$ cat src/rtl/riscv_pipe_pkg.sv
// rtl/riscv_pipe_pkg.sv - shared pipeline constants: control bundle bit map, bubble value, x0 index
package riscv_pipe_pkg;

    localparam int CTRL_W = 8;

    // Control bundle bit positions
    localparam int CTRL_REGWRITE = 0;
    localparam int CTRL_MEMREAD  = 1;
    localparam int CTRL_MEMWRITE = 2;
    localparam int CTRL_MEMTOREG = 3;
    localparam int CTRL_BRANCH   = 4;
    localparam int CTRL_ALUSRC   = 5;
    localparam int CTRL_ALUOP_LO = 6;
    localparam int CTRL_ALUOP_HI = 7;

    localparam logic [CTRL_W-1:0] CTRL_BUBBLE = '0;
    localparam logic [4:0]        REG_X0      = 5'd0;

endpackage

$ cat src/rtl/load_use_detect.sv
// rtl/load_use_detect.sv - combinational load-use hazard term between EX and ID
module load_use_detect
    import riscv_pipe_pkg::*;
(
    input  logic       ex_valid,
    input  logic       ex_memread,
    input  logic [4:0] ex_rd,
    input  logic       id_valid,
    input  logic [4:0] id_rs1,
    input  logic [4:0] id_rs2,
    input  logic       id_uses_rs1,
    input  logic       id_uses_rs2,
    output logic       lu
);

    logic rs1_hit;
    logic rs2_hit;

    // A source only conflicts if the instruction really reads it; x0 never conflicts
    always_comb begin
        rs1_hit = id_uses_rs1 && (id_rs1 == ex_rd);
        rs2_hit = id_uses_rs2 && (id_rs2 == ex_rd);
        lu      = id_valid && ex_valid && ex_memread && (ex_rd != REG_X0) && (rs1_hit || rs2_hit);
    end

endmodule

$ cat src/rtl/id_ex_stage.sv
// rtl/id_ex_stage.sv - ID/EX pipeline register with load-use stall, WB bypass, flush and hold (optional ID_EX_PERF_CNT_EN counters)
module id_ex_stage #(
    parameter int XLEN   = 64,
    parameter int CTRL_W = riscv_pipe_pkg::CTRL_W
) (
    input  logic              clk,
    input  logic              reset,
    input  logic              id_valid,
    input  logic [4:0]        id_rs1,
    input  logic [4:0]        id_rs2,
    input  logic [4:0]        id_rd,
    input  logic              id_uses_rs1,
    input  logic              id_uses_rs2,
    input  logic [XLEN-1:0]   id_rs1_data,
    input  logic [XLEN-1:0]   id_rs2_data,
    input  logic [XLEN-1:0]   id_imm,
    input  logic [XLEN-1:0]   id_pc,
    input  logic [CTRL_W-1:0] id_ctrl,
    input  logic              wb_regwrite,
    input  logic [4:0]        wb_rd,
    input  logic [XLEN-1:0]   wb_data,
    input  logic              flush,
    input  logic              hold,
    output logic              ex_valid,
    output logic [4:0]        ex_rs1,
    output logic [4:0]        ex_rs2,
    output logic [4:0]        ex_rd,
    output logic [XLEN-1:0]   ex_rs1_data,
    output logic [XLEN-1:0]   ex_rs2_data,
    output logic [XLEN-1:0]   ex_imm,
    output logic [XLEN-1:0]   ex_pc,
    output logic [CTRL_W-1:0] ex_ctrl,
    output logic              pc_write,
    output logic              ifid_write
`ifdef ID_EX_PERF_CNT_EN
    ,
    output logic [31:0]       stall_count,
    output logic [31:0]       flush_count
`endif
);

    import riscv_pipe_pkg::*;

    logic            lu;
    logic            stall;
    logic [XLEN-1:0] rs1_byp;
    logic [XLEN-1:0] rs2_byp;

    load_use_detect u_load_use_detect (
        .ex_valid    (ex_valid),
        .ex_memread  (ex_ctrl[CTRL_MEMREAD]),
        .ex_rd       (ex_rd),
        .id_valid    (id_valid),
        .id_rs1      (id_rs1),
        .id_rs2      (id_rs2),
        .id_uses_rs1 (id_uses_rs1),
        .id_uses_rs2 (id_uses_rs2),
        .lu          (lu)
    );

    // A taken branch kills the ID instruction anyway, so it must not be held back by lu
    assign stall      = lu && !flush;
    assign pc_write   = reset || !(hold || stall);
    assign ifid_write = pc_write;

    // Register file is written at the end of this cycle; pick the WB value up now
    always_comb begin
        rs1_byp = id_rs1_data;
        rs2_byp = id_rs2_data;
        if (wb_regwrite && (wb_rd != REG_X0) && (wb_rd == id_rs1)) begin
            rs1_byp = wb_data;
        end
        if (wb_regwrite && (wb_rd != REG_X0) && (wb_rd == id_rs2)) begin
            rs2_byp = wb_data;
        end
    end

    // Pipeline register: reset, then hold, then bubble on flush or load-use, else capture ID
    always_ff @(posedge clk) begin
        if (reset) begin
            ex_valid    <= 1'b0;
            ex_rs1      <= REG_X0;
            ex_rs2      <= REG_X0;
            ex_rd       <= REG_X0;
            ex_rs1_data <= '0;
            ex_rs2_data <= '0;
            ex_imm      <= '0;
            ex_pc       <= '0;
            ex_ctrl     <= CTRL_W'(CTRL_BUBBLE);
        end else if (!hold) begin
            if (flush || lu) begin
                ex_valid    <= 1'b0;
                ex_rs1      <= REG_X0;
                ex_rs2      <= REG_X0;
                ex_rd       <= REG_X0;
                ex_rs1_data <= '0;
                ex_rs2_data <= '0;
                ex_imm      <= '0;
                ex_pc       <= '0;
                ex_ctrl     <= CTRL_W'(CTRL_BUBBLE);
            end else begin
                ex_valid    <= id_valid;
                ex_rs1      <= id_rs1;
                ex_rs2      <= id_rs2;
                ex_rd       <= id_rd;
                ex_rs1_data <= rs1_byp;
                ex_rs2_data <= rs2_byp;
                ex_imm      <= id_imm;
                ex_pc       <= id_pc;
                ex_ctrl     <= id_ctrl;
            end
        end
    end

`ifdef ID_EX_PERF_CNT_EN
    // Event counters advance only on edges where the stage is not held
    always_ff @(posedge clk) begin
        if (reset) begin
            stall_count <= '0;
            flush_count <= '0;
        end else if (!hold) begin
            if (stall) begin
                stall_count <= stall_count + 32'd1;
            end
            if (flush) begin
                flush_count <= flush_count + 32'd1;
            end
        end
    end
`endif

endmodule
$ cat config.mk
export PLATFORM = sky130hd
export DESIGN_NAME = id_ex_stage
export DESIGN_NICKNAME = d
export VERILOG_FILES = /design/src/rtl/riscv_pipe_pkg.sv /design/src/rtl/load_use_detect.sv /design/src/rtl/id_ex_stage.sv
export SDC_FILE = /design/constraint.sdc
export NUM_CORES = 1
export LEC_CHECK = 0
export ABC_AREA = 1
export BUFFER_PORTS_ARGS = -buffer_cell sky130_fd_sc_hd__buf_2
export CAP_MARGIN = 20
export CORE_AREA = 2 2 251 253
export CTS_CLUSTER_SIZE = 8
export DETAILED_ROUTE_END_ITERATION = 10
export DIE_AREA = 0 0 253 255
export PLACE_DENSITY_LB_ADDON = 0.3
export SYNTH_ARGS = -nofsm -noshare
export SYNTH_HDL_FRONTEND = slang
export SYNTH_SLANG_ARGS = --single-unit
$ cat constraint.sdc
create_clock -name clk -period 2 [get_ports clk]
set_input_delay 0.3 -clock clk [delete_from_list [all_inputs] [get_ports clk]]
set_output_delay 0.3 -clock clk [all_outputs]
set_load 0.01 [all_outputs]
# == Word level (Yosys, flattened, before mapping) ==
# Cells that the tools add are included.
# word_totals
reg_bits,280
inputBits,356
# op_classes
eq_ne,4
n_reduce_logical,18
n_mux,11
# ops
op,count
$mux 64,6
$eq 5x5->1,4
$mux 5,3
$logic_and 1x1->1,10
$reduce_bool 5->1,2
$mux 8,1
$logic_or 1x1->1,4
$logic_not 1->1,2
$mux 1,1

# == Depth between registers and ports, before layout ==
# Gate-level depths: netlist of the first run.
# depth
depth_word,8
mapped_depth,12
mapped_depth_nobuf,9

# == Cells and area by module ==
# A second synthesis of the first run with hierarchy kept.
# unflattened
cells_unflattened,1807
area_unflattened_um2,12560.8
# modules_own_cells
mod,instances,area_per_inst_um2,cells_each
id_ex_stage,1,12330.6,1751
load_use_detect,1,230.2,56

# == Least setup slack after synthesis of the first run ==
# OpenSTA, ideal clock, no wires.
# synth_path
kind,flip-flop to flip-flop
startpoint,reg ex_rd[4]
endpoint,reg ex_rs2_data[10]
path_slack_ps,460
setup_time_ps,132
synth_period_minus_slack_ps,1540
stages_incl_launch_ff,13
arrival_time_ps,1408
path_cell_list,dfxtp_1 -> inv_1 -> nand2_1 -> nand2_1 -> nor2_1 -> nand3_1 -> nand2_1 -> a21oi_1 -> buf_4 -> buf_6 -> buf_4 -> nand2_1 -> a21oi_1
# synth_between
elab_chain_len,6
word_cells_on_any_way,10
classes_between,2 x eq/ne; 1 x mux; 7 x reduce/logical
# synth_lines
item,line,rtl
"start, declared",id_ex_stage.sv:27,"output logic [4:0] ex_rd,"
"start signal, assigned",id_ex_stage.sv:105,ex_rd <= id_rd;
"$eq 5x5->1, on equally long branches","load_use_detect.sv:21, load_use_detect.sv:22",
"$logic_and 1x1->1, on equally long branches","load_use_detect.sv:21, load_use_detect.sv:22",
$logic_or 1x1->1,load_use_detect.sv:23,lu = id_valid && ex_valid && ex_memread && (ex_rd != REG_X0) && (rs1_hit || rs2_hit);
$logic_and 1x1->1 (*),load_use_detect.sv:23,
$logic_or 1x1->1 (*),id_ex_stage.sv:91,if (flush || lu) begin
$mux 64 (*),id_ex_stage.sv:91,
"end signal, assigned",id_ex_stage.sv:107,ex_rs2_data <= rs2_byp;
"end, declared",id_ex_stage.sv:29,"output logic [XLEN-1:0] ex_rs2_data,"
# Every way passes the cells marked *; elsewhere a longest branch is shown, timed or not.
# A chain may end at the register's enable or synchronous reset.

# == Worst setup path in the final report of the first run ==
# layout_path
startpoint,reg ex_rd[2]
endpoint,out ifid_write
# layout_between
elab_chain_len,8
word_cells_on_any_way,12
classes_between,2 x eq/ne; 10 x reduce/logical
# layout_lines
item,line,rtl
"$eq 5x5->1, on equally long branches","load_use_detect.sv:21, load_use_detect.sv:22",
"$logic_and 1x1->1, on equally long branches","load_use_detect.sv:21, load_use_detect.sv:22",
$logic_or 1x1->1,load_use_detect.sv:23,
$logic_and 1x1->1 (*),load_use_detect.sv:23,
$logic_and 1x1->1 (*),id_ex_stage.sv:62,assign stall = lu && !flush;
$logic_or 1x1->1 (*),id_ex_stage.sv:63,assign pc_write = reset || !(hold || stall);
$logic_not 1->1 (*),id_ex_stage.sv:63,
$logic_or 1x1->1 (*),id_ex_stage.sv:63,
"end, declared",id_ex_stage.sv:34,output logic ifid_write
# Marks and branches as above.

==> results of run 1 <==
-- what timing repair did --
item,in CTS,in global routing
setup endpoints to repair,2,29
endpoints found under the hold margin,138,0
setup buffers,2,5
gates cloned,0,3
pin swaps,5,6
gates resized for setup,9,9
hold buffers,138,0
-- cell usage in the layout, fill, tap and decap left out, drive strengths merged --
cell	n
a21o	1
a21oi	281
buf	693
clkbuf	53
clkinv	2
clkinvlp	1
dfxtp	280
diode	2
dlygate4sd3	138
inv	22
nand2	849
nand3	136
nand3b	1
nand4	1
nor2	16
o21bai	1
xnor2	6
xor2	4
-- per-stage QoR --
step / instance area (sq um) / hold WS (ns) / power [mW]
4_1_cts: 18700 / 0.00539 / 14.9
2_1_floorplan: 11900 / 0.443 / 6.94
5_1_grt: 18800 / 0.0306 / 15.3
6_report: 18800 / 0.0522 / 14.6
3_5_place_dp: 16100 / 0.446 / 7.95
3_3_place_gp: 16100 / 0.444 / 7.95
-- registers in the layout, indices dropped and copies added, names as in the netlist --
| signal | flops |
|---|---|
| ex_imm | 64 |
| ex_ctrl | 8 |
| ex_valid | 1 |
| ex_rs1 | 5 |
| ex_pc | 64 |
| ex_rs2 | 5 |
| ex_rs1_data | 64 |
| ex_rd | 5 |
| ex_rs2_data | 64 |
-- layer usage --
| metal | part of all wire | GRT usage | vias to the layer above |
|---|---|---|---|
| li1 | - | - | 7008 |
| met1 | 0.42 | 0.195 | 6343 |
| met2 | 0.49 | 0.259 | 448 |
| met3 | 0.065 | 0.0353 | 84 |
| met4 | 0.026 | 0.0514 | 0 |
| met5 | 0 | 0 | - |
-- final cells by class --
type | count | area (sq um) | share of cell area
Antenna cell | 2 | 5.00 | 0.000266
Clock buffer | 48 | 1090 | 0.0582
Clock inverter | 5 | 68.8 | 0.00366
Inverter | 20 | 80.1 | 0.00426
Multi-Input combinational cell | 1296 | 5520 | 0.294
Sequential cell | 280 | 5620 | 0.299
Tap cell | 799 | 1000 | 0.0532
Timing Repair Buffer | 836 | 5410 | 0.288
-- report_power, final --
part	internal [mW]	switching (mW)	total [mW]
registers	5.81	0.110	5.92
logic	0.953	1.22	2.17
clock network	3.85	2.70	6.55
-- path summary, 6_finish.rpt --
kind                                                     end  cells past startpoint
worst max-delay path                              ifid_write                      9
worst max register to register       ex_imm[31]$_SDFFE_PP0N_                     13
worst min register to register  ex_rs1_data[42]$_SDFFE_PP0N_                      2
worst min-delay path                  ex_rs1[3]$_SDFFE_PP0N_                      3
-- worst max-delay path: stages, from the launching register on --
cell and delay (ns):
dfxtp_4 0.36, inv_2 0.04, nand2_1 0.05, nand2_1 0.04
nor2_1 0.11, nand3_1 0.10, nand2_2 0.08, nand3_2 0.05
a21o_1 0.20, buf_2 0.15
-- logic make-up after synthesis --
logic type | Yosys count | synth area share
simple gates | 1003 | 0.334
xor+xnor | 10 | 0.00737
flops | 280 | 0.472
compound gates | 283 | 0.120
buf+inv | 153 | 0.0671
==> results.json, run 1 <==
{
  "grt_max_degree": 162,
  "synth.distinct_cells": 19,
  "ios": 638,
  "synth.most_common_cell": "nand2_1",
  "ff2ff_setup_slack_ns": 0.13,
  "dp_slack_ns": 0.103,
  "r2r-start": "ex_rd[1]$_SDFFE_PP0N_",
  "worstHoldStart": "id_rs1[3]",
  "clock_sinks": 280,
  "clock_skew_ns": 0.0133,
  "root_buffer": "clkbuf_16",
  "ir_worst_vdd_v": 0.000521,
  "yosysTopAreaCell": "dfxtp_1",
  "wl_per_cell_um": 16.5,
  "placementRows": 92,
  "portBuffers": 637,
  "status": "finished with violations",
  "postSynthRegisterBits": 280,
  "ant_nets": 0,
  "viasPerCell": 4.22,
  "hpwl_um": 38400,
  "cts_made_buffers": 42,
  "final.setup.tns_ns": -0.0898,
  "drive_above_1_share": 0.310,
  "cap_violations": 0,
  "globalplace.congestion": 0.864,
  "ys_warn_count": 0,
  "relSlewSlack": 0.382,
  "antenna_found_initial": 2,
  "core_sq_um": 62200,
  "clk_latency_ns": 0.56,
  "grt_pass1_wl_um": 77400,
  "route.detailed.drc": 0,
  "synth.area.top_cells": "dfxtp_1, nand2_1, a21oi_1",
  "synth_ff_type": "dfxtp_1",
  "syn_nets": 2085,
  "drv_slew": 0,
  "tightest_slew_ns": 0.927,
  "p_leak_nw": 8.97,
  "drt_iter0_markers": 919,
  "critPathKind": "register to output port",
  "startpoint": "ex_rd[2]$_SDFFE_PP0N_",
  "start_kind": "register",
  "placed_cells": 3083,
  "max_freq_mhz": 489,
  "finish.utilization": 0.302,
  "die_h_um": 255,
  "routed_wl_um": 54300,
  "cts_tree": "done",
  "initial_core_util": 0.191,
  "synth_edf_count": 0,
  "ys_seq_area_frac": 0.472,
  "areaGrowthSynthToFinish_pct": 58.3,
  "synth.top_cell.area_share": 0.472,
  "cts_buffer_depth": 3,
  "setup_viol_count_final": 2,
  "grt_usage": 0.155,
  "netlist_area_sq_um": 11900,
  "cp_max_fo": 4,
  "async_flop_share": 0,
  "synth_common_cells": "nand2_1, a21oi_1, dfxtp_1",
  "arrival_ns": 1.75,
  "worst_ep_required_time_ns": 1.70,
  "die_area_sq_um": 64500,
  "fin_cells": 3286,
  "ctsHtreeMaxLevel": 2,
  "hold_viol": 0,
  "grt_pass1_vias": 13000,
  "pwr_density_cell_nw_per_um2": 779,
  "final_nets": 2832,
  "fin_crit_ns": 2.05,
  "violations": "setup timing",
  "syn_inst": 1729,
  "num_vias": 13900,
  "drt_first_pass_iters": 5,
  "clk_pin_slew_worst_paths_ns": 0.05,
  "gr-total-overflow": 0,
  "final.fill_count": 6833,
  "timing.final.crit_share": 1.02,
  "die_width_um": 253,
  "hp-class": "input pin to register",
  "layout_setup_ws_ns": -0.0450,
  "postSynthAreaPerCell_sq_um": 6.87,
  "rsz0062_at_grt": "true",
  "crit_path_end_kind": "output port"
}
(Power assumes the default switching activity.)
==> inputs of run 2 (changes only) <==
ABC_AREA = 0   (was 1)
GPL_TIMING_DRIVEN = 0   (was not set)
==> results.json, run 2 <==
{
  "place_area_sq_um": 14200,
  "initial_core_util": 0.161,
  "final.setup.tns_ns": -52.63,
  "die_width_um": 253,
  "placed_cells": 2371,
  "ir_worst_vdd_v": 0.000439,
  "clk_latency_ns": 0.55,
  "violations": "setup timing",
  "ant_nets": 0,
  "relSlewSlack": 0.588,
  "grt_pass1_wl_um": 66100,
  "async_flop_share": 0,
  "ff2ff_setup_slack_ns": -0.40,
  "pwr_density_cell_nw_per_um2": 755,
  "globalplace.congestion": 0.858,
  "synth_edf_count": 0,
  "drv_slew": 0,
  "areaGrowthSynthToFinish_pct": 88.2,
  "syn_nets": 1290,
  "die_area_sq_um": 64500,
  "clock_skew_ns": 0.0135,
  "netlist_area_sq_um": 9980,
  "grt_pass1_vias": 11200,
  "p_leak_nw": 8.63,
  "fin_area_sq_um": 18800,
  "synth.area.top_cells": "dfxtp_1, a22o_1, mux2i_1",
  "fin_cells": 2645,
  "synth.top_cell.area_share": 0.562,
  "drive_above_1_share": 0.487,
  "grt_max_degree": 12,
  "ys_seq_area_frac": 0.562,
  "start_kind": "register",
  "tightest_slew_ns": 0.619,
  "cap_violations": 0,
  "drt_iter0_markers": 450,
  "gr-total-overflow": 0,
  "finish.utilization": 0.302,
  "die_h_um": 255,
  "grt_usage": 0.135,
  "routed_wl_um": 48400,
  "crit_path_end_kind": "output port",
  "route.detailed.drc": 0,
  "dp_slack_ns": -1.22,
  "critPathKind": "register to output port",
  "yosysTopAreaCell": "dfxtp_1",
  "synth.most_common_cell": "dfxtp_1",
  "postSynthAreaPerCell_sq_um": 10.7,
  "synth_ff_type": "dfxtp_1",
  "placementRows": 92,
  "hold_viol": 0,
  "postSynthRegisterBits": 280,
  "root_buffer": "clkbuf_16",
  "wl_per_cell_um": 18.3,
  "viasPerCell": 4.11,
  "synth_common_cells": "dfxtp_1, a22o_1, nand2_1",
  "synth.distinct_cells": 25,
  "clock_sinks": 280,
  "worst_ep_required_time_ns": 1.70,
  "layout_setup_ws_ns": -0.406,
  "mostFrequentLayoutCells": "buf_2, dfxtp_1, dlygate4sd3_1, a22o_1, nand2_1",
  "cp_max_fo": 5,
  "clk_pin_slew_worst_paths_ns": 0.05,
  "ios": 638,
  "timing.final.crit_share": 1.20,
  "mostFrequentLayoutCell": "buf_2",
  "final_nets": 2193,
  "ctsHtreeMaxLevel": 2,
  "final.fill_count": 6452,
  "syn_inst": 934,
  "drt_first_pass_iters": 6,
  "cts_tree": "done",
  "portBuffers": 637,
  "hp-class": "input pin to register",
  "status": "finished with violations",
  "core_sq_um": 62200,
  "cts_buffer_depth": 3,
  "setup_viol_count_final": 282,
  "antenna_found_initial": 4,
  "fin_crit_ns": 2.41,
  "ys_warn_count": 0,
  "num_vias": 10900,
  "arrival_ns": 2.11,
  "hpwl_um": 34800,
  "cts_made_buffers": 41,
  "rsz0062_at_grt": "true",
  "max_freq_mhz": 416
}
[run 2: final timing paths]
kind / from / end / depth (start not counted)
worst max-delay path: ex_rd[2]$_SDFFE_PP0N_ / pc_write / 7
worst min-delay path: id_rs2_data[13] / ex_rs2_data[13]$_SDFFE_PP0N_ / 3
worst max register to register: ex_rd[4]$_SDFFE_PP0N_ / ex_pc[51]$_SDFFE_PP0N_ / 12
worst min register to register: ex_rs1_data[38]$_SDFFE_PP0N_ / ex_rs1_data[38]$_SDFFE_PP0N_ / 2
[run 2: metrics by stage]
stage | total power, mW | hold WS, ns
detailed placement | 7.45 | 0.437
floorplan | 6.58 | 0.426
global route | 14.8 | 0.00590
CTS | 14.2 | 0.000284
finish | 14.2 | 0.0310
global placement | 7.43 | 0.433
[run 2: power by group]
part,switching (mW),leakage (nW),total [mW],internal [mW]
clock network,2.55,0.538,6.23,3.68
registers,0.130,2.29,5.94,5.81
logic,0.930,5.80,2.00,1.07
total,3.61,8.63,14.2,10.6
[run 2: repair_timing]
action                                 4_1_cts  5_1_grt
setup endpoints to repair                  282      280
gates resized for setup                    179      180
endpoints found under the hold margin      176        1
cloned                                      12       13
setup buffers                               25        1
pin swaps                                   17       73
hold buffers                               176        1
[run 2: worst max-delay path, stage by stage (launching register included)]
cell and delay (ns):
dfxtp_4 0.41, xnor2_2 0.12, nand4_1 0.17, o22ai_4 0.25, a31oi_1 0.11, or2_4 0.27, buf_6 0.12, buf_6 0.11
[run 2: layout make-up]
class,instances,area (sq um),share of cell area
antenna,3,7.51,0.000400
buffer,74,674,0.0359
clock buffer,45,1050,0.0559
clock inverter,4,46.3,0.00246
inverter,1,3.75,0.000200
multi-input combinational,576,4510,0.240
sequential,280,5620,0.299
tap,799,1000,0.0532
timing repair buffer,863,5870,0.312
[run 2: kinds of logic after synthesis]
family                 share of synthesized area
AND/OR/NAND/NOR                           0.0558
buffers and inverters                     0.0330
AO/OA/AOI/OAI                              0.204
XOR/XNOR                                  0.0175
multiplexers                               0.128
flip-flops                                 0.562
[run 2: metal layers]
layer | vias up | global-route usage | routed length (um)
met5 | - | 0 | 23
met4 | 4 | 0.0734 | 2290
met3 | 103 | 0.0388 | 3400
met2 | 428 | 0.238 | 24000
met1 | 5147 | 0.146 | 18700
li1 | 5197 | - | -
